==> src/rtl/otter_pkg.sv <==
// Shared control-unit types: FSM states and RV32I major opcodes.
package otter_pkg;

  typedef enum logic [2:0] {
    INIT,
    FETCH,
    EXEC,
    WB,
    INTR
  } state_t;

  localparam logic [6:0] OP_LOAD   = 7'b0000011;
  localparam logic [6:0] OP_STORE  = 7'b0100011;
  localparam logic [6:0] OP_BRANCH = 7'b1100011;
  localparam logic [6:0] OP_LUI    = 7'b0110111;
  localparam logic [6:0] OP_AUIPC  = 7'b0010111;
  localparam logic [6:0] OP_JAL    = 7'b1101111;
  localparam logic [6:0] OP_JALR   = 7'b1100111;
  localparam logic [6:0] OP_OP     = 7'b0110011;
  localparam logic [6:0] OP_IMM    = 7'b0010011;
  localparam logic [6:0] OP_SYSTEM = 7'b1110011;

  localparam logic [2:0] F3_MRET = 3'b000;

endpackage

==> src/rtl/cu_fsm_if.sv <==
// Control-unit bundle: decode/ack/interrupt inputs, strobe outputs.
interface cu_fsm_if;

  logic       INTR;
  logic       MIE;
  logic [6:0] OPCODE;
  logic [2:0] FUNC3;
  logic       IMEM_ACK;
  logic       DMEM_ACK;
  logic       RST_OUT;
  logic       PC_WRITE;
  logic       MEM_RDEN1;
  logic       MEM_RDEN2;
  logic       MEM_WE2;
  logic       REG_WRITE;
  logic       CSR_WE;
  logic       INT_TAKEN;
  logic       MRET_EXEC;
  logic       ILLEGAL;

  modport master (
    input  INTR, MIE, OPCODE, FUNC3,
    input  IMEM_ACK, DMEM_ACK,
    output RST_OUT, PC_WRITE,
    output MEM_RDEN1, MEM_RDEN2, MEM_WE2,
    output REG_WRITE, CSR_WE,
    output INT_TAKEN, MRET_EXEC, ILLEGAL
  );

  modport slave (
    output INTR, MIE, OPCODE, FUNC3,
    output IMEM_ACK, DMEM_ACK,
    input  RST_OUT, PC_WRITE,
    input  MEM_RDEN1, MEM_RDEN2, MEM_WE2,
    input  REG_WRITE, CSR_WE,
    input  INT_TAKEN, MRET_EXEC, ILLEGAL
  );

endinterface

==> src/rtl/sync_ff.sv <==
// Multi-flop synchronizer for an asynchronous level input.
module sync_ff #(
  parameter int SYNC_STAGES = 2
) (
  input  logic CLK,
  input  logic RST,
  input  logic d,
  output logic q
);

  logic [SYNC_STAGES-1:0] chain;

  always_ff @(posedge CLK) begin
    if (RST) chain <= '0;
    else     chain <= {chain[SYNC_STAGES-2:0], d};
  end

  assign q = chain[SYNC_STAGES-1];

endmodule

==> src/rtl/cu_fsm.sv <==
// Multicycle control unit: fetch, execute, writeback and trap entry.
module cu_fsm
  import otter_pkg::*;
#(
  parameter int SYNC_STAGES = 2
) (
  input logic      CLK,
  input logic      RST,
  cu_fsm_if.master bus
);

  state_t state;
  state_t next;
  logic   intr_sync;
  logic   done;
  logic   mret;
  logic   int_pending;

  sync_ff #(
    .SYNC_STAGES(SYNC_STAGES)
  ) u_sync (
    .CLK(CLK),
    .RST(RST),
    .d  (bus.INTR),
    .q  (intr_sync)
  );

  always_ff @(posedge CLK) begin
    if (RST) state <= INIT;
    else     state <= next;
  end

  // MRET returns from a trap, so it must not immediately re-enter one
  assign int_pending = intr_sync & bus.MIE & ~mret;

  always_comb begin
    next          = state;
    done          = 1'b0;
    mret          = 1'b0;
    bus.RST_OUT   = 1'b0;
    bus.PC_WRITE  = 1'b0;
    bus.MEM_RDEN1 = 1'b0;
    bus.MEM_RDEN2 = 1'b0;
    bus.MEM_WE2   = 1'b0;
    bus.REG_WRITE = 1'b0;
    bus.CSR_WE    = 1'b0;
    bus.INT_TAKEN = 1'b0;
    bus.MRET_EXEC = 1'b0;
    bus.ILLEGAL   = 1'b0;
    unique case (state)
      INIT: begin
        bus.RST_OUT = 1'b1;
        next        = FETCH;
      end
      FETCH: begin
        bus.MEM_RDEN1 = 1'b1;
        if (bus.IMEM_ACK) next = EXEC;
      end
      EXEC: begin
        case (bus.OPCODE)
          OP_LOAD: begin
            bus.MEM_RDEN2 = 1'b1;
            if (bus.DMEM_ACK) next = WB;
          end
          OP_STORE: begin
            bus.MEM_WE2 = 1'b1;
            if (bus.DMEM_ACK) begin
              bus.PC_WRITE = 1'b1;
              done         = 1'b1;
            end
          end
          OP_BRANCH: begin
            bus.PC_WRITE = 1'b1;
            done         = 1'b1;
          end
          OP_LUI, OP_AUIPC, OP_JAL,
          OP_JALR, OP_OP, OP_IMM: begin
            bus.REG_WRITE = 1'b1;
            bus.PC_WRITE  = 1'b1;
            done          = 1'b1;
          end
          OP_SYSTEM: begin
            bus.PC_WRITE = 1'b1;
            done         = 1'b1;
            if (bus.FUNC3 == F3_MRET) begin
              bus.MRET_EXEC = 1'b1;
              mret          = 1'b1;
            end else begin
              bus.CSR_WE    = 1'b1;
              bus.REG_WRITE = 1'b1;
            end
          end
          default: begin
            bus.ILLEGAL  = 1'b1;
            bus.PC_WRITE = 1'b1;
            done         = 1'b1;
          end
        endcase
      end
      WB: begin
        bus.REG_WRITE = 1'b1;
        bus.PC_WRITE  = 1'b1;
        done          = 1'b1;
      end
      INTR: begin
        bus.INT_TAKEN = 1'b1;
        bus.PC_WRITE  = 1'b1;
        next          = FETCH;
      end
      default: next = INIT;
    endcase
    if (done) next = int_pending ? INTR : FETCH;
  end

endmodule

==> src/flat_wrapper.sv <==
// flat-port wrapper written by rule: the top's interface ports become plain ports
module cu_fsm_flat import otter_pkg::*;
#(
  parameter int SYNC_STAGES = 2
)
  (CLK, RST, bus_INTR, bus_MIE, bus_OPCODE, bus_FUNC3, bus_IMEM_ACK, bus_DMEM_ACK, bus_RST_OUT, bus_PC_WRITE, bus_MEM_RDEN1, bus_MEM_RDEN2, bus_MEM_WE2, bus_REG_WRITE, bus_CSR_WE, bus_INT_TAKEN, bus_MRET_EXEC, bus_ILLEGAL);
  cu_fsm_if bus_i ();
  input logic CLK;
  input logic RST;
  input wire logic [$bits(bus_i.INTR)-1:0] bus_INTR;
  input wire logic [$bits(bus_i.MIE)-1:0] bus_MIE;
  input wire logic [$bits(bus_i.OPCODE)-1:0] bus_OPCODE;
  input wire logic [$bits(bus_i.FUNC3)-1:0] bus_FUNC3;
  input wire logic [$bits(bus_i.IMEM_ACK)-1:0] bus_IMEM_ACK;
  input wire logic [$bits(bus_i.DMEM_ACK)-1:0] bus_DMEM_ACK;
  output wire logic [$bits(bus_i.RST_OUT)-1:0] bus_RST_OUT;
  output wire logic [$bits(bus_i.PC_WRITE)-1:0] bus_PC_WRITE;
  output wire logic [$bits(bus_i.MEM_RDEN1)-1:0] bus_MEM_RDEN1;
  output wire logic [$bits(bus_i.MEM_RDEN2)-1:0] bus_MEM_RDEN2;
  output wire logic [$bits(bus_i.MEM_WE2)-1:0] bus_MEM_WE2;
  output wire logic [$bits(bus_i.REG_WRITE)-1:0] bus_REG_WRITE;
  output wire logic [$bits(bus_i.CSR_WE)-1:0] bus_CSR_WE;
  output wire logic [$bits(bus_i.INT_TAKEN)-1:0] bus_INT_TAKEN;
  output wire logic [$bits(bus_i.MRET_EXEC)-1:0] bus_MRET_EXEC;
  output wire logic [$bits(bus_i.ILLEGAL)-1:0] bus_ILLEGAL;
  assign bus_i.INTR = bus_INTR;
  assign bus_i.MIE = bus_MIE;
  assign bus_i.OPCODE = bus_OPCODE;
  assign bus_i.FUNC3 = bus_FUNC3;
  assign bus_i.IMEM_ACK = bus_IMEM_ACK;
  assign bus_i.DMEM_ACK = bus_DMEM_ACK;
  assign bus_RST_OUT = bus_i.RST_OUT;
  assign bus_PC_WRITE = bus_i.PC_WRITE;
  assign bus_MEM_RDEN1 = bus_i.MEM_RDEN1;
  assign bus_MEM_RDEN2 = bus_i.MEM_RDEN2;
  assign bus_MEM_WE2 = bus_i.MEM_WE2;
  assign bus_REG_WRITE = bus_i.REG_WRITE;
  assign bus_CSR_WE = bus_i.CSR_WE;
  assign bus_INT_TAKEN = bus_i.INT_TAKEN;
  assign bus_MRET_EXEC = bus_i.MRET_EXEC;
  assign bus_ILLEGAL = bus_i.ILLEGAL;
  cu_fsm #(.SYNC_STAGES(SYNC_STAGES)) u_core (.CLK(CLK), .RST(RST), .bus(bus_i));
endmodule
==> config.mk <==
export PLATFORM = sky130hd
export DESIGN_NAME = cu_fsm_flat
export DESIGN_NICKNAME = d
export VERILOG_FILES = /design/src/rtl/otter_pkg.sv /design/src/rtl/cu_fsm_if.sv /design/src/rtl/sync_ff.sv /design/src/rtl/cu_fsm.sv /design/src/flat_wrapper.sv
export SDC_FILE = /design/constraint.sdc
export NUM_CORES = 1
export LEC_CHECK = 0
export ABC_AREA = 1
export ABC_CLOCK_PERIOD_IN_PS = 2100
export CAP_MARGIN = 10
export CORE_AREA = 2 2 39 41
export CTS_BUF_LIST = sky130_fd_sc_hd__clkbuf_8
export DETAILED_ROUTE_END_ITERATION = 16
export DIE_AREA = 0 0 41 43
export PLACE_DENSITY = 0.86
export SLEW_MARGIN = 20
export SYNTH_ARGS = -nofsm -noshare
export SYNTH_HDL_FRONTEND = slang
export SYNTH_SLANG_ARGS = --single-unit
==> constraint.sdc <==
create_clock -name CLK -period 2.1 [get_ports CLK]
set_input_delay 0.42 -clock CLK [delete_from_list [all_inputs] [get_ports CLK]]
set_output_delay 0.42 -clock CLK [all_outputs]
set_load 0.02 [all_outputs]
Word-level counts from Yosys, hierarchy flattened
Index checks and enable logic that the tools add are counted.

Register bits after elaboration: 5. Latch bits: 0. RAM bits: 0. Bits in read-only memories: 0. Output and inout port bits: 10. Word-level logic and storage cells: 57. Memories: 0.

$add $sub $neg: 0. Multiply operators: 0. Divide/modulo/power cells: 0. $lt $le $gt $ge: 0. Eq/ne operators: 18. Shifts and indexed selects: 0. Multiplexer cells: 27. Bitwise logic cells: 3. Reduce and logical (&&, ||, !) cells: 7.

Operators with widths (count): 7-bit == test, second input constant (4); 7-bit by 6-bit == test with 1-bit output, second input constant (3); 1-bit 2-to-1 mux (16); 3-bit 2-to-1 mux (5); 7-bit by 5-bit == test with 1-bit output, second input constant (2); 3-bit case mux with 4 select lines (1); 1-bit case mux with 2 select lines (5); 10-bit OR reduction (1); 3-bit by 2-bit inequality test with 1-bit output, second input constant (3); 7-bit by 2-bit == test with 1-bit output, second input constant (1); 3-bit by 2-bit == test with 1-bit output, second input constant (2); 3-bit logical NOT (2); 6-bit OR reduction (1); 4-bit AND reduction (1); 2-bit OR reduction (2); 3-bit by 1-bit == test with 1-bit output, second input constant (1); 3-bit == test, second input constant (1); 1-bit AND (2); 2-bit by 1-bit inequality test with 1-bit output, second input constant (1); 1-bit inverter (1).

Logic depth before layout (Yosys ltp)
Depth after elaboration: 8. Depth in mapped cells: 11. Mapped depth without buffers: 11.

Hierarchy
A second synthesis with hierarchy kept.

Cells, all modules: 92. Area, all modules: 525.5 um^2.

By module, submodules not included: cu_fsm (instances 1, cells an instance 86, area an instance 470.5 um^2); sync_ff (instances 1, cells an instance 6, area an instance 55.1 um^2).

Worst setup path after synthesis
Ideal clock, no wire load.

Path kind: input-to-output. Start point: input bus_OPCODE[0]. End point: output bus_MEM_WE2. Data arrival time: 1332 ps. Path slack: 348 ps. Cell stages on the path: 4. Buffers on the path: 0. Cells stage by stage: nand2_1 -> inv_1 -> nand2_2 -> nor4_1.

Cells in the longest elaborated chain, start to end: 3.

RTL lines: from (decl) (RTL line flat_wrapper.sv:12) `input wire logic [$bits(bus_i.OPCODE)-1:0] bus_OPCODE;`; 7-bit by 6-bit == test with 1-bit output (RTL line cu_fsm.sv:60) `case (bus.OPCODE)`; 1-bit 2-to-1 mux (RTL line cu_fsm.sv:60); 1-bit 2-to-1 mux (RTL line cu_fsm.sv:50) `unique case (state)`; to (decl) (RTL line flat_wrapper.sv:20) `output wire logic [$bits(bus_i.MEM_WE2)-1:0] bus_MEM_WE2;`.

Every way passes these cells.

Final worst setup path
Start point: input bus_OPCODE[6]. End point: output bus_REG_WRITE.

Cells in the longest elaborated chain, start to end: 4. Elaborated cells between the ends (all ways): 10. Classes of those cells: eq/ne: 7; mux: 2; reduce/logical: 1.

RTL lines: 7-bit by 6-bit == test with 1-bit output, or another cell as far along (RTL line cu_fsm.sv:60); 6-bit OR reduction; 1-bit case mux with 2 select lines (*) (RTL line cu_fsm.sv:60); 1-bit case mux with 2 select lines (*) (RTL line cu_fsm.sv:50); to (decl) (RTL line flat_wrapper.sv:21) `output wire logic [$bits(bus_i.REG_WRITE)-1:0] bus_REG_WRITE;`.

Every way passes the cells marked *; elsewhere a longest branch is shown, timed or not.

==> flow_summary.yaml <==
synth:
  syn_area_um2: 539.3
  avgSynthCellArea_um2: 5.503
  synth_seq_cells: 5
  ys_top_cells_by_area: "dfxtp_1, inv_1, nand2_1"
  yosys_warnings: 0
  synth_edf_count: 0
  synth-main-ff-cell: "dfxtp_1"
  synth.top_cell.area_share_pct: 18.56
  async_flop_share_pct: 0
  synthTopCellsByCount: "inv_1, nand2_1, nor2_1"
  yosysTopAreaCell: "dfxtp_1"
  ys_types: 20
  syn_nets: 114
  yosysSeqAreaShare_pct: 18.56
  netlist_instances: 98
finish:
  drive_above_1_share_pct: 37.76
  num-fill-cells: 118
  final_net_count: 160
  diodes: 0
  final_area_um2: 1001
  areaGrowthSynthToFinish_pct: 85.61
global_route:
  grt_usage_pct: 20.93
  grt_pass1_vias: 690
  grt_pass1_wl_um: 2559
  grt_max_degree: 7
  grt.overflow.total: 0
  antenna_found_initial: 0
floorplanning:
  core_area_um2: 1384
  num_io_pins: 26
  die_y_um: 43
  dieArea_um2: 1763
  start_util_pct: 38.97
  dieWidth_um: 41
  fp-row-count: 14
cts:
  path_clk_slew_ns: 0.03
  cts_max_path_buffers: 2
  cts_root_buf: "clkbuf_8"
  cts_tree: "built"
  clkLatencyLatePin_ns: 0.22
  cts_made_buffers: 3
  h-tree-depth: 1
  clock-sinks: 5
placed_design:
  port_buffers: 25
  place_area_um2: 862.1
  place_congestion: 0.7537
  hpwl_um: 1121
flow_run:
  drv_cap: 0
critical_path:
  crit_fanout: 4
  path_class: "input pin to primary output"
  worstSetupEndpointType: "primary output"
  start_kind: "input pin"
  crit_arrival_ns: 1.64
  cp_data_required_time_ns: 1.68
power:
  ir_drop_mv: 0.8009
  finalPower_w: 0.0008259
  power_density_nw_per_um2: 825.1
  leakagePower_nw: 0.5276
timing:
  period_share_pct: 97.98
  fmax_mhz: 486.0
  final.setup.tns_ns: 0
  fin_worst_skew_ns: 0.0009305
  period_minus_slack_ns: 2.058
  hold_viol: 0
  tightest_slew_ns: 0.2194
  drv_slew: 0
  setup_violations: 0
  max_slew_margin_pct: 85.33
route:
  drtIter0Drc: 18
  vias_per_cell: 4.742
  num_vias: 754
  drc: 0
  antenna_left: 0
  finalWirelength_um: 1672
  wl_per_cell_um: 10.52
  firstDrtPassIters: 4
min_path:
  min_path_type: "flop to flop"
outcome:
  outcome: "finished, final reports clean"
==> state kept, by name, summed over array words and instances, names as in the netlist <==
signal,count
u_core.u_sync.chain,2
u_core.state,3
==> final timing paths <==
check | slack (ns) | startpoint | to | depth (start not counted)
worst max-delay path | 0.04 | bus_OPCODE[6] | bus_REG_WRITE | 9
worst min-delay path | 0.41 | u_core.u_sync.chain[0] | u_core.u_sync.chain[1] | 2
worst max register to register | 0.19 | u_core.state[2] | u_core.state[0] | 14
worst min register to register | 0.41 | u_core.u_sync.chain[0] | u_core.u_sync.chain[1] | 2
==> power by group <==
| part | internal [W] | total (W) | leakage, nW | switching [W] |
|---|---|---|---|---|
| logic | 0.000243 | 0.000529 | 0.460 | 0.000287 |
| clock network | 0.000125 | 0.000170 | 0.0269 | 0.0000447 |
| registers | 0.000115 | 0.000127 | 0.0412 | 0.0000116 |
==> stage by stage <==
stage	hold slack (ns)	instances	setup WS (ns)	utilization, %
6_report	0.4057	159	0.04238	72.33
4_1_cts	0.4120	159	0.06916	71.25
3_3_place_gp	0.3937	146	-0.5380	62.30
5_1_grt	0.4197	159	-0.04178	72.33
3_5_place_dp	0.4061	146	-0.5864	62.30
2_1_floorplan	0.3883	98	0.3478	-
==> kinds of logic (layout without fill, tap and decap cells) <==
family                 after synthesis  in the layout  synth area share, %
AOI/OAI and AO/OA                    5              5                5.337
buffers and inverters               25             70                17.40
DFF                                  5              5                18.56
and+or+nand+nor                     63             63                58.70
==> layout by cell type (no fill, tap or decap), types with 2 or more instances in the layout <==
master / instances
buf_2: 2
clkdlybuf4s15_1: 2
nand3b_1: 2
nand2_4: 2
clkdlybuf4s50_1: 11
o21ai_0: 2
dlygate4sd2_1: 8
nand2_1: 16
buf_4: 16
inv_1: 15
nand3_2: 3
nand2_2: 5
nor2_1: 14
nand3_1: 8
nor2_4: 3
nor2_2: 5
clkbuf_8: 3
dfxtp_1: 5
inv_2: 10
==> repair_timing <==
item	in CTS	in global routing
gates resized for setup	41	4
hold buffers	0	0
endpoints found under the setup margin	7	1
buffers inserted	9	0
pin swaps	5	5
==> layer usage <==
layer | up-vias | share of wire [%] | track usage [%] | wire length, um
li1 | 388 | - | - | -
met1 | 331 | 40 | 22.33 | 667
met2 | 29 | 53 | 35.94 | 888
met3 | 6 | 4.3 | 2.618 | 72
met4 | 0 | 2.6 | 12.67 | 44
met5 | - | 0 | 0 | 0
==> final cells by class <==
cell class / count / area [um^2] / share of cell area, %
tap: 16 / 20.02 / 2.000
clock inverter: 1 / 3.754 / 0.3750
inverter: 25 / 93.84 / 9.375
clock buffer: 3 / 41.29 / 4.125
timing repair buffer: 41 / 352.8 / 35.25
multi-input combinational: 68 / 389.1 / 38.87
sequential: 5 / 100.1 / 10.00
==> critical path, stage by stage <==
cell	delay, ns
dlygate4sd2_1	0.26
inv_2	0.08
nand2_1	0.10
nor2_1	0.06
o21ai_1	0.21
o2111ai_1	0.16
nor2_1	0.14
nor2_1	0.05
buf_2	0.15
No activity file was read; power rests on OpenSTA's default activity.
